<file path="config.mk">
export PLATFORM = sky130hd
export DESIGN_NAME = branch_resolve_unit
export DESIGN_NICKNAME = d
export VERILOG_FILES = /design/src/rtl/branch_resolve_unit.sv
export SDC_FILE = /design/constraint.sdc
export NUM_CORES = 1
export LEC_CHECK = 0
export ABC_AREA = 0
export BUFFER_PORTS_ARGS = -buffer_cell sky130_fd_sc_hd__buf_2
export CAP_MARGIN = 30
export CORE_UTILIZATION = 50
export CTS_BUF_LIST = sky130_fd_sc_hd__clkbuf_8 sky130_fd_sc_hd__clkbuf_16
export DETAILED_ROUTE_END_ITERATION = 10
export PLACE_DENSITY = 0.83
export SYNTH_ARGS = -nofsm -noshare
export SYNTH_HDL_FRONTEND = slang
export SYNTH_SLANG_ARGS = --single-unit
</file>
<file path="constraint.sdc">
create_clock -name soc_clk -period 6.82 [get_ports soc_clk]
set_clock_uncertainty 0.1 [all_clocks]
set_input_delay 1.705 -clock soc_clk [delete_from_list [all_inputs] [get_ports soc_clk]]
set_output_delay 1.705 -clock soc_clk [all_outputs]
set_load 0.02 [all_outputs]
</file>
<file path="src/rtl/branch_resolve_unit.sv">
// Resolves branches and SLT/SLTU results from the registered comparator flag and
// holds each result behind a valid/ready handshake to fetch/writeback.
module branch_resolve_unit #(
  parameter int unsigned IALIGN = 4,
  parameter int unsigned PC_INC = 4
) (
  input  logic        soc_clk,
  input  logic        reset,
  input  logic        dat_ready,
  input  logic [4:0]  decryptedOP,
  input  logic [31:0] cur_pc,
  input  logic [31:0] branch_imm,
  input  logic        Comparator_con_met,
  input  logic        out_ready,
  output logic        busy,
  output logic        out_valid,
  output logic        branch_taken,
  output logic        flush,
  output logic [31:0] next_pc,
  output logic        misalign_err,
  output logic        slt_wr_en,
  output logic [31:0] slt_result
);

  typedef enum logic [1:0] {StIdle, StWaitCmp, StValid} state_e;

  state_e      r_state;
  state_e      w_state_next;
  logic        w_handled;
  logic        w_capture;
  logic        w_release;

  logic [4:0]  r_op;
  logic [31:0] r_pc;
  logic [31:0] r_imm;

  logic        r_taken;
  logic [31:0] r_next_pc;
  logic        r_misalign;
  logic        r_is_slt;
  logic        r_slt_bit;

  logic        w_is_branch;
  logic [31:0] w_target;
  logic [31:0] w_seq_pc;
  logic        w_mis_bits;
  logic        w_taken;
  logic        w_misalign;
  logic [31:0] w_next_pc;

  assign w_handled = (decryptedOP <= 5'd5) || (decryptedOP == 5'd9) || (decryptedOP == 5'd10);

  always_comb begin
    w_state_next = r_state;
    w_capture    = 1'b0;
    w_release    = 1'b0;
    case (r_state)
      StIdle: begin
        if (dat_ready && w_handled) begin
          w_capture    = 1'b1;
          w_state_next = StWaitCmp;
        end
      end
      StWaitCmp: w_state_next = StValid;
      StValid: begin
        // Requests arriving while the result is stalled are dropped, not buffered.
        if (out_ready) begin
          w_release = 1'b1;
          if (dat_ready && w_handled) begin
            w_capture    = 1'b1;
            w_state_next = StWaitCmp;
          end else begin
            w_state_next = StIdle;
          end
        end
      end
      default: w_state_next = StIdle;
    endcase
  end

  always_ff @(posedge soc_clk) begin
    if (reset) begin
      r_state <= StIdle;
      r_op    <= 5'd0;
      r_pc    <= 32'd0;
      r_imm   <= 32'd0;
    end else begin
      r_state <= w_state_next;
      if (w_capture) begin
        r_op  <= decryptedOP;
        r_pc  <= cur_pc;
        r_imm <= branch_imm;
      end
    end
  end

  // Only handled ops are captured, so anything that is not a branch is SLT/SLTU.
  assign w_is_branch = (r_op <= 5'd5);
  assign w_target    = r_pc + r_imm;
  assign w_seq_pc    = r_pc + PC_INC[31:0];
  assign w_mis_bits  = (IALIGN == 2) ? w_target[0] : (w_target[1:0] != 2'b00);
  assign w_taken     = w_is_branch && Comparator_con_met && !w_mis_bits;
  assign w_misalign  = w_is_branch && Comparator_con_met && w_mis_bits;
  assign w_next_pc   = !w_is_branch ? 32'd0 : (w_taken ? w_target : w_seq_pc);

  always_ff @(posedge soc_clk) begin
    if (reset) begin
      r_taken    <= 1'b0;
      r_next_pc  <= 32'd0;
      r_misalign <= 1'b0;
      r_is_slt   <= 1'b0;
      r_slt_bit  <= 1'b0;
    end else if (r_state == StWaitCmp) begin
      r_taken    <= w_taken;
      r_next_pc  <= w_next_pc;
      r_misalign <= w_misalign;
      r_is_slt   <= !w_is_branch;
      r_slt_bit  <= !w_is_branch && Comparator_con_met;
    end else if (w_release) begin
      r_taken    <= 1'b0;
      r_next_pc  <= 32'd0;
      r_misalign <= 1'b0;
      r_is_slt   <= 1'b0;
      r_slt_bit  <= 1'b0;
    end
  end

  assign busy         = (r_state != StIdle);
  assign out_valid    = (r_state == StValid);
  assign branch_taken = r_taken;
  assign flush        = out_valid && r_taken;
  assign next_pc      = r_next_pc;
  assign misalign_err = r_misalign;
  assign slt_wr_en    = out_valid && r_is_slt;
  assign slt_result   = {31'd0, r_slt_bit};

endmodule

</file>
==> out/qor.txt <==
outcome: finished clean
initial DRC count: 408
area leader, netlist: dfxtp_1
Peak VDD IR: 125 µV
port bufs: 112
CP max stage cell: dfxtp_1
CTS Hold Bufs: 0
Worst Tran Pin Value: 972 ps
slack of the worst reg-to-reg path: 3320 ps
RR Startpoint: r_pc[4]$_SDFFE_PP0P_
P&R area growth vs syn: 13.2%
Via density: 5.43
CTS tree: yes
I/O pins: 144
pre-CTS setup slack: 3110 ps
Routed WL: 14600 µm
clock power share: 39.6%
Static Leak: 3.00 nW
synth top area cells: dfxtp_1 (35%), nand2_1 (11%), a21oi_1 (9.3%)
Worst Setup Path Type: register to register
switching share of total power: 27.6%
Int Power: 0.000988 W
clock sinks: 106
Synth Flop Type: dfxtp_1
Max clock buf depth: 2
xor and xnor area share after synthesis: 7.70%
Seq pwr share: 47.9%
Setup-failing EPs final: 0
full die area: 12700 µm²
Yosys warning count: 0
largest net degree at the start of global routing: 100
CP Data Required Time: 6960 ps
FMAX: 0.286 GHz
DRT Pass-1 Iters: 6
Die X: 113 µm
simple-gate share of the synthesized area: 21.4%
CP max stage delay: 440 ps
Worst Setup End Kind: register
count leader, synth: nand2_1
Final #Nets: 992
first-pass GRT wire length: 23300 µm
Most Crowded Layer GR: met2
power density cells: 196 nW/µm²
Seq cells post-synth: 106
Routed WL per cell: 14.0 µm
core area: 12000 µm²
DRT antenna net count: 0
Adder-Cell Fraction of Synth Area: 6.84%
routed vias: 5626
endpoints failing hold: 0
grt met2 use: 37.8%
vias in the first global route: 4897
critical path's top delay family: compound AO/OA/AOI/OAI gates
GPL Wtd Cong: 0.848
Hold WC Path Type: register to register
HP Start: r_imm[16]$_SDFFE_PP0P_
fill count: 1118
Netlist cell types: 55
WP data arrival: 3640 ps
Hold Crit Depth: 2
main combinational cell family by area after synthesis: compound AO/OA/AOI/OAI gates
share of post-route cells with drive strength above 1: 16.0%
met3 Use GR: 5.52%
worst-case reg-to-reg path depth: 12
Post-synth EDFFs: 0
asr flop ratio synth: 0%
CTS H-tree depth: 3
Final min period: 3500 ps
setup slack after layout: 3320 ps
Synth top area share: 34.5%
fin. max-slew vios: 0
post-route design area: 6950 µm²
ant diodes: 0
worst r2r dst: next_pc[31]$_SDFFE_PP0P_
Critical Path Fanout Max: 6
mux contribution to synthesized area: 0%
Worst Path Buf+Inv: 0
net switching power: 0.000377 W
DRC viols: 0
# Post-CTS Setup Buffers: 0
RSZ-0062 raised after global routing: false
Skew-Pair Late Insertion Delay: 370 ps
GRT Util Overall: 23.0%
Mapped Cells: 805
Final Cycle Share: 51.3%
CTS root buf: clkbuf_16
Comb power frac: 12.5%
hpwl dp: 10600 µm
cell area after placement: 6650 µm²
chip height: 113 µm
Total Neg Setup Slack: 0 ps
crit path cell chain: ha_1 > a21o_1 > a31o_1 > a31oi_2 > o21ai_2 > a211o_1 > a41o_1 > o41ai_1 > a21oi_1 > xnor2_1 > o2111ai_1 > o211ai_1
register area share after synthesis: 34.5%
GRT Residual Overflow: 0
Resized cells post-CTS: 0
Post-Synthesis Cell Area: 6150 µm²
row count: 40
Synth Area in Compound Gates: 22.5%
max_cap viols: 0
Initial Util: 51.2%
initial antenna violation count: 0
Hold Path End: r_imm[16]$_SDFFE_PP0P_
Max-slew headroom: 35.2%
Avg Inst Size Synth: 7.63 µm²
clk slew on worst S/H paths: 80 ps
CTS buffer count: 9
met1 GRT Util: 30.0%
top cells by instance count after synthesis: nand2_1 (179), a21oi_1 (114), dfxtp_1 (106)
Worst setup SP type: register
## registers in the layout (all words and copies together), names as in the netlist
signal	cells
r_is_slt	1
r_op	4
r_slt_bit	1
r_state	2
next_pc	32
r_imm	32
misalign_err	1
branch_taken	1
r_pc	32
## worst register-to-register path, delay by kind of cell, from the launching register on
| kind | cells | cell delay [ps] |
|---|---|---|
| AOI/OAI and AO/OA | 10 | 2320 |
| DFF | 1 | 440 |
| adders and majority gates | 1 | 350 |
| xor gates and xnor gates | 1 | 180 |
## layer usage
layer	wire [µm]	up-vias
met5	0	-
met4	211	0
met3	856	19
met2	6620	178
met1	6870	2547
li1	-	2882
## power groups by stage
stage	combinational (W)	sequential, W	clock [W]
after floorplan	0.000133	0.000666	0
after global routing	0.000191	0.000656	0.000576
after detailed placement	0.000170	0.000668	0
final	0.000171	0.000654	0.000540
after CTS	0.000171	0.000653	0.000549
after global placement	0.000168	0.000667	0
## through the flow
step	power, W	hold slack, ps	util, %	cells
6_report	0.00137	359	57.9	1037
3_3_place_gp	0.000835	338	55.3	1021
5_1_grt	0.00142	378	57.9	1037
2_1_floorplan	0.000799	337	-	835
4_1_cts	0.00137	362	57.9	1037
3_5_place_dp	0.000838	352	55.3	1021
## kinds of logic after synthesis
logic type      Yosys count
compound gates          222
xor+xnor                 54
fa+ha+maj                33
buf+inv                  83
flops                   106
other cells               1
simple gates            306
## worst max-delay path by stage
stage                    startpoint                        end  slack (ps)  cells after the start
2_1_floorplan        decryptedOP[2]      r_pc[16]$_SDFFE_PP0P_        3540                      8
3_3_place_gp     Comparator_con_met  branch_taken$_SDFFE_PP0P_        3240                      5
3_5_place_dp     Comparator_con_met  branch_taken$_SDFFE_PP0P_        3110                      5
4_1_cts        r_pc[4]$_SDFFE_PP0P_   next_pc[31]$_SDFFE_PP0P_        3360                     12
5_1_grt        r_pc[4]$_SDFFE_PP0P_   next_pc[31]$_SDFFE_PP0P_        3140                     12
6_report       r_pc[4]$_SDFFE_PP0P_   next_pc[31]$_SDFFE_PP0P_        3320                     12
## cells in the final DEF, fill, tap and decap left out, types with 5 or more instances in the layout
| cell | instances |
|---|---|
| a211oi_1 | 15 |
| a21o_1 | 18 |
| a21oi_1 | 113 |
| a222oi_1 | 7 |
| and2_1 | 5 |
| and3_1 | 9 |
| buf_2 | 112 |
| clkbuf_16 | 9 |
| conb_1 | 31 |
| dfxtp_1 | 106 |
| ha_1 | 32 |
| inv_1 | 6 |
| nand2_1 | 179 |
| nand2b_1 | 9 |
| nand3_1 | 19 |
| nor2_1 | 55 |
| nor2b_1 | 11 |
| o21ai_0 | 26 |
| xnor2_1 | 33 |
| xor2_1 | 21 |
## final cells by class
cell class	instances	area, µm²	area share [%]
well taps	147	184	2.64
repair buffers	116	591	8.49
clock buffers	9	225	3.24
clock inverters	7	82.6	1.19
flip-flops and latches	106	2120	30.5
multi-input cells	646	3730	53.6
inverters	6	22.5	0.324
Power figures use the tool's default switching activity.
